$ cat src/rtl/boot_loader.sv
// boot_loader: byte-stream command parser that drives the 1024x16 boot RAM
// port (write with byte enables, read-back onto tx) and releases the CPU
// from reset on a Go command.
module boot_loader #(
  parameter logic [7:0] CMD_WRITE = 8'h57,
  parameter logic [7:0] CMD_READ  = 8'h52,
  parameter logic [7:0] CMD_GO    = 8'h47
) (
  input  logic        clock,
  input  logic        nreset,
  input  logic [7:0]  rx_data,
  input  logic        rx_valid,
  output logic        rx_ready,
  output logic [7:0]  tx_data,
  output logic        tx_valid,
  input  logic        tx_ready,
  output logic [9:0]  address,
  output logic [1:0]  byteena,
  output logic [15:0] data,
  output logic        wren,
  input  logic [15:0] q,
  output logic        cpu_run,
  output logic        error
);

  typedef enum logic [3:0] {
    S_IDLE, S_ADDR_HI, S_ADDR_LO, S_COUNT, S_WR_HI, S_WR_LO,
    S_WR_SUM, S_RD_FETCH, S_RD_HI, S_RD_LO, S_GO
  } state_t;

  state_t      state;
  state_t      state_next;
  logic        accept;
  logic        is_read;
  logic [8:0]  count;
  logic [7:0]  checksum;
  logic [7:0]  sum_next;
  logic [7:0]  rd_lo;

  assign accept   = rx_valid & rx_ready;
  assign sum_next = checksum + rx_data;

  // State register
  always_ff @(posedge clock or negedge nreset) begin
    if (!nreset) state <= S_IDLE;
    else         state <= state_next;
  end

  // Next-state decode
  always_comb begin
    state_next = state;
    case (state)
      S_IDLE: begin
        if (accept) begin
          if (rx_data == CMD_WRITE || rx_data == CMD_READ) state_next = S_ADDR_HI;
          else if (rx_data == CMD_GO)                      state_next = S_GO;
        end
      end
      S_ADDR_HI:  if (accept) state_next = S_ADDR_LO;
      S_ADDR_LO:  if (accept) state_next = S_COUNT;
      S_COUNT:    if (accept) state_next = is_read ? S_RD_FETCH : S_WR_HI;
      S_WR_HI:    if (accept) state_next = S_WR_LO;
      S_WR_LO:    if (accept) state_next = (count == 9'd1) ? S_WR_SUM : S_WR_HI;
      S_WR_SUM:   if (tx_ready) state_next = S_IDLE;
      S_RD_FETCH: state_next = S_RD_HI;
      S_RD_HI:    if (tx_ready) state_next = S_RD_LO;
      S_RD_LO:    if (tx_ready) state_next = (count == 9'd1) ? S_IDLE : S_RD_FETCH;
      S_GO:       state_next = S_IDLE;
      default:    state_next = S_IDLE;
    endcase
  end

  // rx_ready: byte-accepting states only, never during a write strobe or reset
  always_comb begin
    rx_ready = 1'b0;
    case (state)
      S_IDLE, S_ADDR_HI, S_ADDR_LO, S_COUNT, S_WR_HI, S_WR_LO: rx_ready = nreset & ~wren;
      default: rx_ready = 1'b0;
    endcase
  end

  // Datapath: RAM port, tx stream, counters, checksum and CPU release
  always_ff @(posedge clock or negedge nreset) begin
    if (!nreset) begin
      address  <= '0;
      byteena  <= 2'b00;
      data     <= '0;
      wren     <= 1'b0;
      tx_data  <= '0;
      tx_valid <= 1'b0;
      cpu_run  <= 1'b0;
      error    <= 1'b0;
      checksum <= '0;
      count    <= '0;
      is_read  <= 1'b0;
      rd_lo    <= '0;
    end else begin
      wren    <= 1'b0;
      byteena <= 2'b00;
      error   <= 1'b0;
      // The low-byte write closes a word; step to the next word after it.
      if (wren && byteena == 2'b01) address <= address + 10'd1;
      case (state)
        S_IDLE: begin
          if (accept) begin
            if (rx_data == CMD_WRITE) begin
              is_read  <= 1'b0;
              checksum <= '0;
            end else if (rx_data == CMD_READ) begin
              is_read <= 1'b1;
            end else if (rx_data != CMD_GO) begin
              error <= 1'b1;
            end
          end
        end
        S_ADDR_HI: if (accept) address[9:8] <= rx_data[1:0];
        S_ADDR_LO: if (accept) address[7:0] <= rx_data;
        // A count byte of zero encodes 256 words.
        S_COUNT:   if (accept) count <= {(rx_data == 8'd0), rx_data};
        S_WR_HI: begin
          if (accept) begin
            wren     <= 1'b1;
            byteena  <= 2'b10;
            data     <= {rx_data, rx_data};
            checksum <= sum_next;
          end
        end
        S_WR_LO: begin
          if (accept) begin
            wren     <= 1'b1;
            byteena  <= 2'b01;
            data     <= {rx_data, rx_data};
            checksum <= sum_next;
            count    <= count - 9'd1;
            // Last payload byte: queue the final checksum straight away.
            if (count == 9'd1) begin
              tx_data  <= sum_next;
              tx_valid <= 1'b1;
            end
          end
        end
        S_WR_SUM: if (tx_ready) tx_valid <= 1'b0;
        S_RD_FETCH: begin
          tx_data  <= q[15:8];
          rd_lo    <= q[7:0];
          tx_valid <= 1'b1;
        end
        S_RD_HI: begin
          // The word is already captured, so the address can advance now;
          // this lets the next fetch overlap the low-byte transfer.
          if (tx_ready) begin
            tx_data <= rd_lo;
            address <= address + 10'd1;
          end
        end
        S_RD_LO: begin
          if (tx_ready) begin
            tx_valid <= 1'b0;
            count    <= count - 9'd1;
          end
        end
        S_GO:    cpu_run <= 1'b1;
        default: ;
      endcase
    end
  end

endmodule

$ cat config.mk
export PLATFORM = sky130hd
export DESIGN_NAME = boot_loader
export DESIGN_NICKNAME = d
export VERILOG_FILES = /design/src/rtl/boot_loader.sv
export SDC_FILE = /design/constraint.sdc
export NUM_CORES = 1
export LEC_CHECK = 0
export ABC_AREA = 1
export CAP_MARGIN = 20
export CORE_ASPECT_RATIO = 1.5
export CORE_MARGIN = 2
export CORE_UTILIZATION = 25
export CTS_CLUSTER_SIZE = 10
export DETAILED_ROUTE_END_ITERATION = 12
export PLACE_DENSITY = 0.47
export SLEW_MARGIN = 5
export SYNTH_ARGS = -nofsm -noshare
export SYNTH_HDL_FRONTEND = slang
export SYNTH_SLANG_ARGS = --single-unit
$ cat constraint.sdc
create_clock -name clock -period 2.1 [get_ports clock]
set_input_delay 0.21 -clock clock [delete_from_list [all_inputs] [get_ports clock]]
set_output_delay 0.21 -clock clock [all_outputs]
set_load 0.02 [all_outputs]
==> impl_metrics.xml, run 1 <==
<?xml version="1.0" encoding="UTF-8"?>
<metrics>
  <group name="status">
    <metric name="outcome" unit="">finished, final reports clean</metric>
  </group>
  <group name="drt">
    <metric name="route.antenna.remaining_nets" unit="">0</metric>
    <metric name="routed_wire_length_per_instance" unit="um">14.1</metric>
    <metric name="ratio_of_routed_vias_to_standard_cells" unit="">4.52</metric>
    <metric name="drt_iter0_drc" unit="">197</metric>
    <metric name="routed_wirelength" unit="um">13200</metric>
    <metric name="remaining_drc_errors" unit="">0</metric>
    <metric name="detailroute.via_count" unit="">4229</metric>
    <metric name="drtPass1Iterations" unit="">4</metric>
  </group>
  <group name="die">
    <metric name="initial_core_util" unit="%">25.3</metric>
    <metric name="io_count" unit="">69</metric>
    <metric name="fp.dieArea" unit="um^2">17900</metric>
    <metric name="floorplan.die.height" unit="um">163</metric>
    <metric name="die_x" unit="um">110</metric>
    <metric name="row_count" unit="">58</metric>
    <metric name="core_area" unit="um^2">16600</metric>
  </group>
  <group name="synthesis">
    <metric name="synthesis.nets" unit="">672</metric>
    <metric name="ys_seq_elements" unit="">62</metric>
    <metric name="synth-seq-area-share" unit="%">36.9</metric>
    <metric name="leading_post_synthesis_cells_by_instance_count" unit="">nand2_1 (271), inv_1 (78), dfrtp_1 (62)</metric>
    <metric name="synth_top_area_cell" unit="">dfrtp_1</metric>
    <metric name="synth_top_flop_cell" unit="">dfrtp_1</metric>
    <metric name="post-synth-top-count-cell" unit="">nand2_1</metric>
    <metric name="fraction_of_synthesized_cell_area_taken_by_the_top_area_cell_type" unit="%">36.9</metric>
    <metric name="synth_enable_flop_cells" unit="">0</metric>
    <metric name="synth-async-reset-ratio" unit="%">100</metric>
    <metric name="post_synth_num_cell_types" unit="">35</metric>
    <metric name="synth.top_cells.by_area" unit="">dfrtp_1 (37%), nand2_1 (24%), inv_1 (7.0%)</metric>
    <metric name="ys_warn_count" unit="">0</metric>
    <metric name="synth.cell_area" unit="um^2">4200</metric>
    <metric name="synthCells" unit="">633</metric>
    <metric name="syn_avg_cell_area" unit="um^2">6.64</metric>
  </group>
  <group name="critical_path">
    <metric name="timing.critical_path.cells" unit="">inv_2 -&gt; nor2_4 -&gt; nand2_2 -&gt; nand2_4 -&gt; nand2_1 -&gt; inv_1 -&gt; dlygate4sd2_1</metric>
    <metric name="critical_path_depth" unit="">7</metric>
    <metric name="cp.required" unit="ns">1.89</metric>
    <metric name="cp_slowest_cell" unit="">dfrtp_1</metric>
    <metric name="cp-end-kind" unit="">primary output</metric>
    <metric name="worst-path-buf-inv" unit="">3</metric>
    <metric name="critical_path_arrival" unit="ns">1.64</metric>
    <metric name="critical_path.reg2reg.endpoint" unit="">count[7]</metric>
    <metric name="max_stage_delay" unit="ns">0.43</metric>
    <metric name="criticalPathCategory" unit="">reg -&gt; out</metric>
    <metric name="path_delay_family" unit="">buffers and inverters</metric>
    <metric name="crit_path_start" unit="">state[2]</metric>
    <metric name="crit-reg2reg-launch" unit="">state[1]</metric>
    <metric name="reg2reg_setup_slack" unit="ns">0.32</metric>
    <metric name="worst-path-max-fanout" unit="">5</metric>
    <metric name="rr_worst_depth" unit="">9</metric>
    <metric name="timing.critical_path.from_type" unit="">flop</metric>
  </group>
  <group name="timing">
    <metric name="hold-worst-slack" unit="ns">0.117</metric>
    <metric name="layout_worst_path_cycle_share" unit="%">87.9</metric>
    <metric name="final.setup.tns" unit="ns">0</metric>
    <metric name="finalSetupViolCount" unit="">0</metric>
    <metric name="grt_setup_unrepaired" unit="">no</metric>
    <metric name="fin_ws" unit="ns">0.254</metric>
    <metric name="timing_hold_violations_final" unit="">0</metric>
    <metric name="post_route_clock_skew" unit="ns">0.00859</metric>
    <metric name="tightest_slew" unit="ns">0.846</metric>
    <metric name="highest_achievable_clock_rate" unit="MHz">542</metric>
    <metric name="final_max_slew_viol_count" unit="">0</metric>
    <metric name="slew_headroom" unit="%">43.6</metric>
    <metric name="min_cycle_time_layout" unit="ns">1.85</metric>
  </group>
  <group name="placement">
    <metric name="placed_cells_incl_taps" unit="">919</metric>
    <metric name="finalWeightedCongestion" unit="">0.865</metric>
    <metric name="dp_slack" unit="ns">0.000774</metric>
    <metric name="count_of_buffers_inserted_at_the_top_level_ports" unit="">68</metric>
    <metric name="dp_hpwl" unit="um">10400</metric>
    <metric name="post_placement_cell_area" unit="um^2">5220</metric>
  </group>
  <group name="pwr">
    <metric name="worst_ir_drop_vdd" unit="mV">0.453</metric>
    <metric name="power-per-cell-area" unit="nW/um^2">1360</metric>
    <metric name="total_leakage_power" unit="nW">2.89</metric>
  </group>
  <group name="global_route">
    <metric name="grt_start_max_net_pins" unit="">63</metric>
    <metric name="grt.total_usage" unit="%">15.6</metric>
    <metric name="number_of_global_route_vias_before_repair" unit="">4233</metric>
    <metric name="grt-ovfl-total" unit="">0</metric>
    <metric name="antenna_found_initial" unit="">0</metric>
    <metric name="grt_first_pass_wirelength" unit="um">21300</metric>
  </group>
  <group name="cells_and_area">
    <metric name="postLayoutCellArea" unit="um^2">5540</metric>
    <metric name="drive_above_1_share" unit="%">9.10</metric>
    <metric name="final-instance-count-excl-fill" unit="">935</metric>
    <metric name="antenna_cells" unit="">0</metric>
    <metric name="finalNetCount" unit="">759</metric>
    <metric name="area_delta_synth_final" unit="%">31.8</metric>
  </group>
  <group name="cts">
    <metric name="cts_max_path_buffers" unit="">2</metric>
    <metric name="htree_num_levels" unit="">3</metric>
    <metric name="numCtsBuffers" unit="">9</metric>
    <metric name="postCtsSetupRepairBufs" unit="">0</metric>
    <metric name="clk_pin_slew" unit="ns">0.06</metric>
    <metric name="cts.root.buffer_cell" unit="">clkbuf_16</metric>
    <metric name="clock_sinks" unit="">62</metric>
    <metric name="skew_pair_late_insertion_delay" unit="ns">0.33</metric>
    <metric name="clock_tree_from_tritoncts" unit="">built</metric>
  </group>
  <group name="worst_hold_path">
    <metric name="hold_path.class" unit="">in -&gt; async</metric>
  </group>
  <group name="flow_run">
    <metric name="cap_violations" unit="">0</metric>
  </group>
</metrics>
-- layer usage --
layer,vias up,global-route usage (%),share of wire (%)
li1,2148,-,-
met1,1949,17.9,41
met2,101,27.6,52
met3,31,2.20,3.2
met4,0,7.71,4.0
met5,-,0,0
-- layout by cell type (no fill, tap or decap), types with 7 or more instances in the layout --
cell type	instances
clkbuf_16	9
nand4_1	7
a21oi_1	8
nand2_1	271
o21ai_1	8
dfrtp_1	62
inv_1	78
clkdlybuf4s50_1	66
nand3_1	58
buf_4	23
nor2_1	42
o21ai_0	21
ha_1	10
-- metrics by stage --
step,power (mW),utilization (%)
4_1_cts,7.63,33.3
2_1_floorplan,4.55,-
5_1_grt,8.19,33.3
3_5_place_dp,5.96,31.4
6_report,7.53,33.3
3_3_place_gp,5.93,31.4
-- how the worst max path moves through the flow --
stage            endpoint  slack (ns)
6_report         rx_ready        0.25
5_1_grt          count[7]        0.14
4_1_cts          rx_ready        0.23
3_5_place_dp   tx_data[6]      0.0008
3_3_place_gp   tx_data[6]        0.01
2_1_floorplan  address[4]        0.55
-- state kept, by name, indices dropped and copies added (netlist names) --
register,flops
checksum,8
wren,1
cpu_run,1
address,10
state,4
tx_valid,1
data,8
count,9
tx_data,8
rd_lo,8
is_read,1
error,1
byteena,2
-- power by group --
| part | internal, mW | switching, mW |
|---|---|---|
| clock | 1.04 | 0.588 |
| combinational | 1.51 | 2.35 |
| sequential | 1.64 | 0.397 |
| total | 4.19 | 3.34 |
-- area by class of cell --
class	count	area, um^2
Fill cell	1807	11100
Sequential cell	62	1550
Tap cell	210	263
Clock inverter	7	98.8
Timing Repair Buffer	91	847
Inverter	83	312
Clock buffer	9	225
Multi-Input combinational cell	473	2240
-- cells by family after synthesis --
family | synth area share (%)
AOI/OAI and AO/OA | 6.73
xor gates and xnor gates | 1.25
adders and majority gates | 3.45
buffers and inverters | 9.76
DFF | 36.9
and+or+nand+nor | 41.9
-- what timing repair did --
item                                    4_1_cts  5_1_grt
endpoints found under the setup margin        1        0
hold buffers                                  0        0
gates resized for setup                       1        0
Power figures use the tool's default switching activity.
==> inputs of run 2 (changes only) <==
Settings changed: CTS_BUF_LIST set to sky130_fd_sc_hd__clkbuf_8.
==> run 2 against run 1 <==
Via count is 0.90% lower. First-iteration DRC count is 3.0% lower. Critical path depth stayed put. Routed wire length is 0.14% lower. Clock skew is 0.0010 ns lower. Setup slack worse by 0.026 ns. Hold slack worse by 0.019 ns. Sequential share of layout area is 0.52 points higher. Combinational power hardly changed. Total power is 5.6% lower.
==> impl_metrics.xml, run 2 (synthesis results as in run 1) <==
<?xml version="1.0" encoding="UTF-8"?>
<metrics>
  <group name="cts">
    <metric name="clock_sinks" unit="">62</metric>
    <metric name="htree_num_levels" unit="">3</metric>
    <metric name="cts_max_path_buffers" unit="">2</metric>
    <metric name="clk_pin_slew" unit="ns">0.08</metric>
    <metric name="numCtsBuffers" unit="">9</metric>
    <metric name="cts.root.buffer_cell" unit="">clkbuf_8</metric>
    <metric name="postCtsSetupRepairBufs" unit="">0</metric>
    <metric name="clock_tree_from_tritoncts" unit="">built</metric>
    <metric name="skew_pair_late_insertion_delay" unit="ns">0.35</metric>
    <metric name="cts_hold_buf" unit="">0</metric>
  </group>
  <group name="critical_path">
    <metric name="cp.required" unit="ns">1.89</metric>
    <metric name="rr_worst_depth" unit="">9</metric>
    <metric name="critical_path_arrival" unit="ns">1.66</metric>
    <metric name="criticalPathCategory" unit="">reg -&gt; out</metric>
    <metric name="max_stage_delay" unit="ns">0.43</metric>
    <metric name="worst-path-max-fanout" unit="">5</metric>
    <metric name="timing.critical_path.from_type" unit="">flop</metric>
    <metric name="cp-end-kind" unit="">primary output</metric>
    <metric name="timing.critical_path.cells" unit="">inv_2 -&gt; nor2_4 -&gt; nand2_2 -&gt; nand2_4 -&gt; nand2_1 -&gt; inv_1 -&gt; dlygate4sd2_1</metric>
    <metric name="cp_slowest_cell" unit="">dfrtp_1</metric>
  </group>
  <group name="drt">
    <metric name="routed_wire_length_per_instance" unit="um">14.0</metric>
    <metric name="route.antenna.remaining_nets" unit="">0</metric>
    <metric name="remaining_drc_errors" unit="">0</metric>
    <metric name="detailroute.via_count" unit="">4191</metric>
    <metric name="drt_iter0_drc" unit="">191</metric>
    <metric name="routed_wirelength" unit="um">13100</metric>
    <metric name="ratio_of_routed_vias_to_standard_cells" unit="">4.48</metric>
    <metric name="drtPass1Iterations" unit="">4</metric>
  </group>
  <group name="cells_and_area">
    <metric name="largestRegisters" unit="">address x10, count x9</metric>
    <metric name="antenna_cells" unit="">0</metric>
    <metric name="drive_above_1_share" unit="%">9.10</metric>
    <metric name="layout_commonest_cell" unit="">nand2_1</metric>
    <metric name="flip_flop_count_of_the_largest_register_all_copies_and_words_added" unit="">10</metric>
    <metric name="area_delta_synth_final" unit="%">29.4</metric>
    <metric name="finalNetCount" unit="">759</metric>
    <metric name="mostFrequentLayoutCells" unit="">nand2_1 (271), inv_1 (78), clkdlybuf4s50_1 (66)</metric>
    <metric name="regMostFlops" unit="">address</metric>
  </group>
  <group name="timing">
    <metric name="grt_setup_unrepaired" unit="">no</metric>
    <metric name="layout_worst_path_cycle_share" unit="%">89.1</metric>
    <metric name="tightest_slew" unit="ns">0.844</metric>
    <metric name="post_route_clock_skew" unit="ns">0.00757</metric>
    <metric name="final_max_slew_viol_count" unit="">0</metric>
    <metric name="timing_hold_violations_final" unit="">0</metric>
    <metric name="highest_achievable_clock_rate" unit="MHz">534</metric>
    <metric name="finalSetupViolCount" unit="">0</metric>
    <metric name="final.setup.tns" unit="ns">0</metric>
    <metric name="min_cycle_time_layout" unit="ns">1.87</metric>
    <metric name="slew_headroom" unit="%">43.8</metric>
  </group>
  <group name="placement">
    <metric name="dp_hpwl" unit="um">10400</metric>
    <metric name="count_of_buffers_inserted_at_the_top_level_ports" unit="">68</metric>
    <metric name="finalWeightedCongestion" unit="">0.865</metric>
  </group>
  <group name="global_route">
    <metric name="grt_start_max_net_pins" unit="">63</metric>
    <metric name="grt_first_pass_wirelength" unit="um">21400</metric>
    <metric name="number_of_global_route_vias_before_repair" unit="">4242</metric>
    <metric name="grt.total_usage" unit="%">15.7</metric>
    <metric name="grt-ovfl-total" unit="">0</metric>
    <metric name="antenna_found_initial" unit="">0</metric>
  </group>
  <group name="die">
    <metric name="floorplan.die.height" unit="um">163</metric>
    <metric name="die_x" unit="um">110</metric>
    <metric name="fp.dieArea" unit="um^2">17900</metric>
    <metric name="core_area" unit="um^2">16600</metric>
    <metric name="initial_core_util" unit="%">25.3</metric>
    <metric name="row_count" unit="">58</metric>
    <metric name="io_count" unit="">69</metric>
  </group>
  <group name="pwr">
    <metric name="power-per-cell-area" unit="nW/um^2">1310</metric>
    <metric name="power_after_layout" unit="mW">7.10</metric>
    <metric name="total_leakage_power" unit="nW">2.85</metric>
    <metric name="worst_ir_drop_vdd" unit="mV">0.418</metric>
  </group>
  <group name="status">
    <metric name="outcome" unit="">finished, final reports clean</metric>
  </group>
  <group name="flow_run">
    <metric name="cap_violations" unit="">0</metric>
  </group>
  <group name="worst_hold_path">
    <metric name="hold_path.class" unit="">in -&gt; async</metric>
  </group>
</metrics>
## run 2: cell types whose count changed in the layout (fill, tap and decap cells not counted)
| cell | change |
|---|---|
| clkbuf_8 | +9 |
| clkbuf_16 | -9 |
## run 2: area by class of cell
class	count	area, um^2
well taps	210	263
clock buffers	9	124
multi-input cells	473	2240
inverters	83	312
repair buffers	91	847
fillers	1820	11200
clock inverters	7	98.8
flip-flops and latches	62	1550
## run 2: final timing paths
| check | start | to | slack [ns] |
|---|---|---|---|
| max in group asynchronous | nreset | tx_data[3] | 1.45 |
| worst max register to register | state[1] | count[7] | 0.33 |
| worst max-delay path | state[2] | rx_ready | 0.23 |
| min in group clock | q[3] | rd_lo[3] | 0.39 |
| worst min-delay path | nreset | count[4] | 0.1 |
| worst min register to register | cpu_run | cpu_run | 0.47 |
## run 2: per-layer routing
layer / routed length (um) / vias to the layer above / track usage [%]
met2: 6880 / 89 / 27.8
met5: 0 / - / 0
met4: 493 / 0 / 7.54
met3: 359 / 27 / 2.80
li1: - / 2151 / -
met1: 5410 / 1924 / 17.8
## run 2: critical path: cells and delay by family (launching register included)
kind,cells,cell delay [ns]
buf+inv,3,0.47
flops,1,0.43
simple gates,4,0.41
## run 2: repair_timing
action,in CTS,in global routing
resized for setup,1,0
endpoints found under the setup margin,1,0
hold endpoints to repair,0,0
## run 2: stage by stage
step	utilization, %	worst slack, ns	instances	hold WS (ns)	area, um^2
after floorplan	-	0.546	633	-0.0856	4200
after global placement	31.4	0.0121	919	0.456	5220
after CTS	32.7	0.198	935	0.129	5440
final	32.7	0.228	935	0.0981	5440
after global routing	32.7	0.0927	935	0.168	5440
after detailed placement	31.4	0.000774	919	0.464	5220
## run 2: power by group
| group | leakage, nW | internal (mW) | switching (mW) |
|---|---|---|---|
| sequential | 0.780 | 1.64 | 0.397 |
| clock | 0.109 | 0.672 | 0.541 |
| combinational | 1.96 | 1.51 | 2.35 |
| total | 2.85 | 3.82 | 3.29 |
==> inputs of run 3 (changes only) <==
Settings changed: ABC_AREA 1 to 0.
==> run 3 against run 2 <==
Critical endpoint is now checksum[6]. Synthesized area shrank 5.0%. Die area shrank 4.9%. Hold slack lost 0.0053 ns. Routed wire length shrank 4.7%. Utilization grew 2.6 points.
==> impl_metrics.xml, run 3 <==
<?xml version="1.0" encoding="UTF-8"?>
<metrics>
  <group name="cells_and_area">
    <metric name="antenna_cells" unit="">0</metric>
    <metric name="regMostFlops" unit="">address</metric>
    <metric name="postLayoutCellArea" unit="um^2">5510</metric>
    <metric name="area_delta_synth_final" unit="%">38.1</metric>
    <metric name="finalNetCount" unit="">573</metric>
    <metric name="flip_flop_count_of_the_largest_register_all_copies_and_words_added" unit="">10</metric>
    <metric name="largestRegisters" unit="">address x10, count x9</metric>
    <metric name="layout_commonest_cell" unit="">clkdlybuf4s50_1</metric>
    <metric name="mostFrequentLayoutCells" unit="">clkdlybuf4s50_1 (65), buf_4 (62), dfrtp_1 (60)</metric>
    <metric name="fillerInstances" unit="">1624</metric>
    <metric name="drive_above_1_share" unit="%">23.4</metric>
  </group>
  <group name="synthesis">
    <metric name="synth_fa_ha_area_share" unit="%">3.64</metric>
    <metric name="ys_warn_count" unit="">0</metric>
    <metric name="synthesis.nets" unit="">458</metric>
    <metric name="synthMuxAreaShare" unit="%">7.46</metric>
    <metric name="synth-seq-area-share" unit="%">38.9</metric>
    <metric name="synth_top_flop_cell" unit="">dfrtp_1</metric>
    <metric name="leading_post_synthesis_cells_by_instance_count" unit="">dfrtp_1 (62), nor2_1 (44), nand2_1 (33)</metric>
    <metric name="synth.top_cells.by_area" unit="">dfrtp_1 (39%), mux2_2 (4.5%), nor2_1 (4.1%)</metric>
    <metric name="synth_simple_gate_area_share" unit="%">18.5</metric>
    <metric name="synth.cell_area" unit="um^2">3990</metric>
    <metric name="post-synth-top-count-cell" unit="">dfrtp_1</metric>
    <metric name="yosys.area_share.xor_xnor" unit="%">3.51</metric>
    <metric name="synth_enable_flop_cells" unit="">0</metric>
    <metric name="synth_top_area_cell" unit="">dfrtp_1</metric>
    <metric name="share_of_the_synthesized_area_in_compound_gates_ao_oa_aoi_oai" unit="%">22.9</metric>
    <metric name="ys_seq_elements" unit="">62</metric>
    <metric name="synth-async-reset-ratio" unit="%">100</metric>
    <metric name="fraction_of_synthesized_cell_area_taken_by_the_top_area_cell_type" unit="%">38.9</metric>
    <metric name="combinational_family_with_the_most_area_after_synthesis" unit="">compound AO/OA/AOI/OAI gates</metric>
    <metric name="synthCells" unit="">419</metric>
    <metric name="post_synth_num_cell_types" unit="">73</metric>
    <metric name="syn_avg_cell_area" unit="um^2">9.53</metric>
  </group>
  <group name="pwr">
    <metric name="total_leakage_power" unit="nW">2.33</metric>
    <metric name="power-per-cell-area" unit="nW/um^2">1230</metric>
    <metric name="power_after_layout" unit="mW">6.77</metric>
    <metric name="worst_ir_drop_vdd" unit="mV">0.421</metric>
  </group>
  <group name="die">
    <metric name="die_x" unit="um">107</metric>
    <metric name="core_area" unit="um^2">15600</metric>
    <metric name="initial_core_util" unit="%">25.6</metric>
    <metric name="floorplan.die.height" unit="um">159</metric>
    <metric name="row_count" unit="">56</metric>
    <metric name="io_count" unit="">69</metric>
    <metric name="fp.dieArea" unit="um^2">17000</metric>
  </group>
  <group name="drt">
    <metric name="remaining_drc_errors" unit="">0</metric>
    <metric name="drtPass1Iterations" unit="">4</metric>
    <metric name="route.antenna.remaining_nets" unit="">0</metric>
    <metric name="drt_iter0_drc" unit="">99</metric>
    <metric name="detailroute.via_count" unit="">3673</metric>
    <metric name="routed_wirelength" unit="um">12500</metric>
    <metric name="ratio_of_routed_vias_to_standard_cells" unit="">4.95</metric>
    <metric name="routed_wire_length_per_instance" unit="um">16.9</metric>
  </group>
  <group name="timing">
    <metric name="tightest_slew" unit="ns">0.821</metric>
    <metric name="finalSetupViolCount" unit="">0</metric>
    <metric name="layout_worst_path_cycle_share" unit="%">96.8</metric>
    <metric name="hold-worst-slack" unit="ns">0.0928</metric>
    <metric name="min_cycle_time_layout" unit="ns">2.03</metric>
    <metric name="highest_achievable_clock_rate" unit="MHz">492</metric>
    <metric name="final.setup.tns" unit="ns">0</metric>
    <metric name="final_max_slew_viol_count" unit="">0</metric>
    <metric name="post_route_clock_skew" unit="ns">0.0119</metric>
    <metric name="timing_hold_violations_final" unit="">0</metric>
    <metric name="slew_headroom" unit="%">45.3</metric>
    <metric name="grt_setup_unrepaired" unit="">no</metric>
  </group>
  <group name="critical_path">
    <metric name="cp-end-kind" unit="">flop</metric>
    <metric name="crit_path_frequent_cell" unit="">nor2_2</metric>
    <metric name="worst-path-max-fanout" unit="">13</metric>
    <metric name="timing.critical_path.from_type" unit="">flop</metric>
    <metric name="timing.critical_path.cells" unit="">or4_4 -&gt; nor2_2 -&gt; nor4b_4 -&gt; nor2_2 -&gt; a2bb2o_4</metric>
    <metric name="max_stage_delay" unit="ns">0.57</metric>
    <metric name="cp.required" unit="ns">2.35</metric>
    <metric name="criticalPathCategory" unit="">reg -&gt; reg</metric>
    <metric name="worst-path-buf-inv" unit="">0</metric>
    <metric name="cp_slowest_cell" unit="">or4_4</metric>
    <metric name="crit-reg2reg-launch" unit="">state[2]</metric>
    <metric name="crit_path_start" unit="">state[2]</metric>
    <metric name="critical_path_arrival" unit="ns">2.28</metric>
    <metric name="path_delay_family" unit="">simple AND/OR/NAND/NOR gates</metric>
  </group>
  <group name="global_route">
    <metric name="antenna_found_initial" unit="">1</metric>
    <metric name="grt_start_max_net_pins" unit="">63</metric>
    <metric name="grt.total_usage" unit="%">15.2</metric>
    <metric name="grt_first_pass_wirelength" unit="um">20100</metric>
    <metric name="number_of_global_route_vias_before_repair" unit="">3848</metric>
    <metric name="grt-ovfl-total" unit="">0</metric>
  </group>
  <group name="placement">
    <metric name="post_placement_cell_area" unit="um^2">5270</metric>
    <metric name="count_of_buffers_inserted_at_the_top_level_ports" unit="">68</metric>
    <metric name="dp_hpwl" unit="um">9700</metric>
    <metric name="finalWeightedCongestion" unit="">0.802</metric>
  </group>
  <group name="worst_hold_path">
    <metric name="hold_path.class" unit="">in -&gt; async</metric>
  </group>
  <group name="cts">
    <metric name="numCtsBuffers" unit="">9</metric>
    <metric name="clock_tree_from_tritoncts" unit="">built</metric>
    <metric name="cts.root.buffer_cell" unit="">clkbuf_8</metric>
    <metric name="clock_sinks" unit="">62</metric>
    <metric name="cts_max_path_buffers" unit="">2</metric>
    <metric name="cts_hold_buf" unit="">0</metric>
    <metric name="skew_pair_late_insertion_delay" unit="ns">0.36</metric>
    <metric name="clk_pin_slew" unit="ns">0.08</metric>
    <metric name="htree_num_levels" unit="">3</metric>
    <metric name="postCtsSetupRepairBufs" unit="">0</metric>
  </group>
  <group name="status">
    <metric name="outcome" unit="">finished, final reports clean</metric>
  </group>
  <group name="flow_run">
    <metric name="cap_violations" unit="">0</metric>
  </group>
</metrics>
-- run 3: logic make-up after synthesis --
| kind of cell | Yosys count |
|---|---|
| buffers and inverters | 40 |
| and+or+nand+nor | 138 |
| xor gates and xnor gates | 16 |
| DFF | 62 |
| AOI/OAI and AO/OA | 126 |
| adders and majority gates | 11 |
| muxes | 26 |
-- run 3: final timing paths --
kind,endpoint,slack [ns],cells past startpoint
min in group clock,data[9],0.44,3
worst max register to register,checksum[6],0.07,5
worst max-delay path,checksum[6],0.07,5
worst min-delay path,tx_valid,0.09,2
worst min register to register,tx_valid,0.50,2
max in group asynchronous,state[1],1.42,2
-- run 3: final cells by class --
type	instances	area (um^2)	area share (%)
multi-input combinational	317	2260	41.1
sequential	62	1550	28.2
timing repair buffer	132	1180	21.4
tap	203	254	4.61
clock buffer	9	124	2.25
clock inverter	7	88.8	1.61
inverter	12	45.0	0.817
-- run 3: stage by stage --
step | std cells | worst slack, ns | utilization (%)
after detailed placement | 726 | -0.262 | 33.7
after global placement | 726 | -0.206 | 33.7
final | 742 | 0.0676 | 35.3
after global routing | 742 | 0.00336 | 35.3
after floorplan | 419 | 0.256 | -
after CTS | 742 | 0.0239 | 35.1
-- run 3: timing repair --
item | CTS | global route
endpoints found under the setup margin | 11 | 12
gates resized for setup | 3 | 7
hold endpoints to repair | 0 | 0
pin swaps | 0 | 1
-- run 3: worst register-to-register path, cell delays in order (launching register included) --
cell	delay (ns)
dfrtp_1	0.54
or4_4	0.58
nor2_2	0.15
nor4b_4	0.25
nor2_2	0.16
a2bb2o_4	0.25
-- run 3: power by group --
group / leakage (nW) / switching (mW) / total, mW / internal, mW
logic: 1.40 / 1.78 / 3.54 / 1.76
registers: 0.814 / 0.457 / 2.04 / 1.59
clock network: 0.113 / 0.524 / 1.19 / 0.662
total: 2.33 / 2.76 / 6.77 / 4.01
-- run 3: metal layers --
layer	part of all wire [%]	wire (um)	global-route usage, %	vias to the layer above
li1	-	-	-	1776
met1	39	4880	16.6	1807
met2	56	7010	28.7	74
met3	3.0	377	2.46	16
met4	2.0	248	5.31	0
met5	0	0	0	-
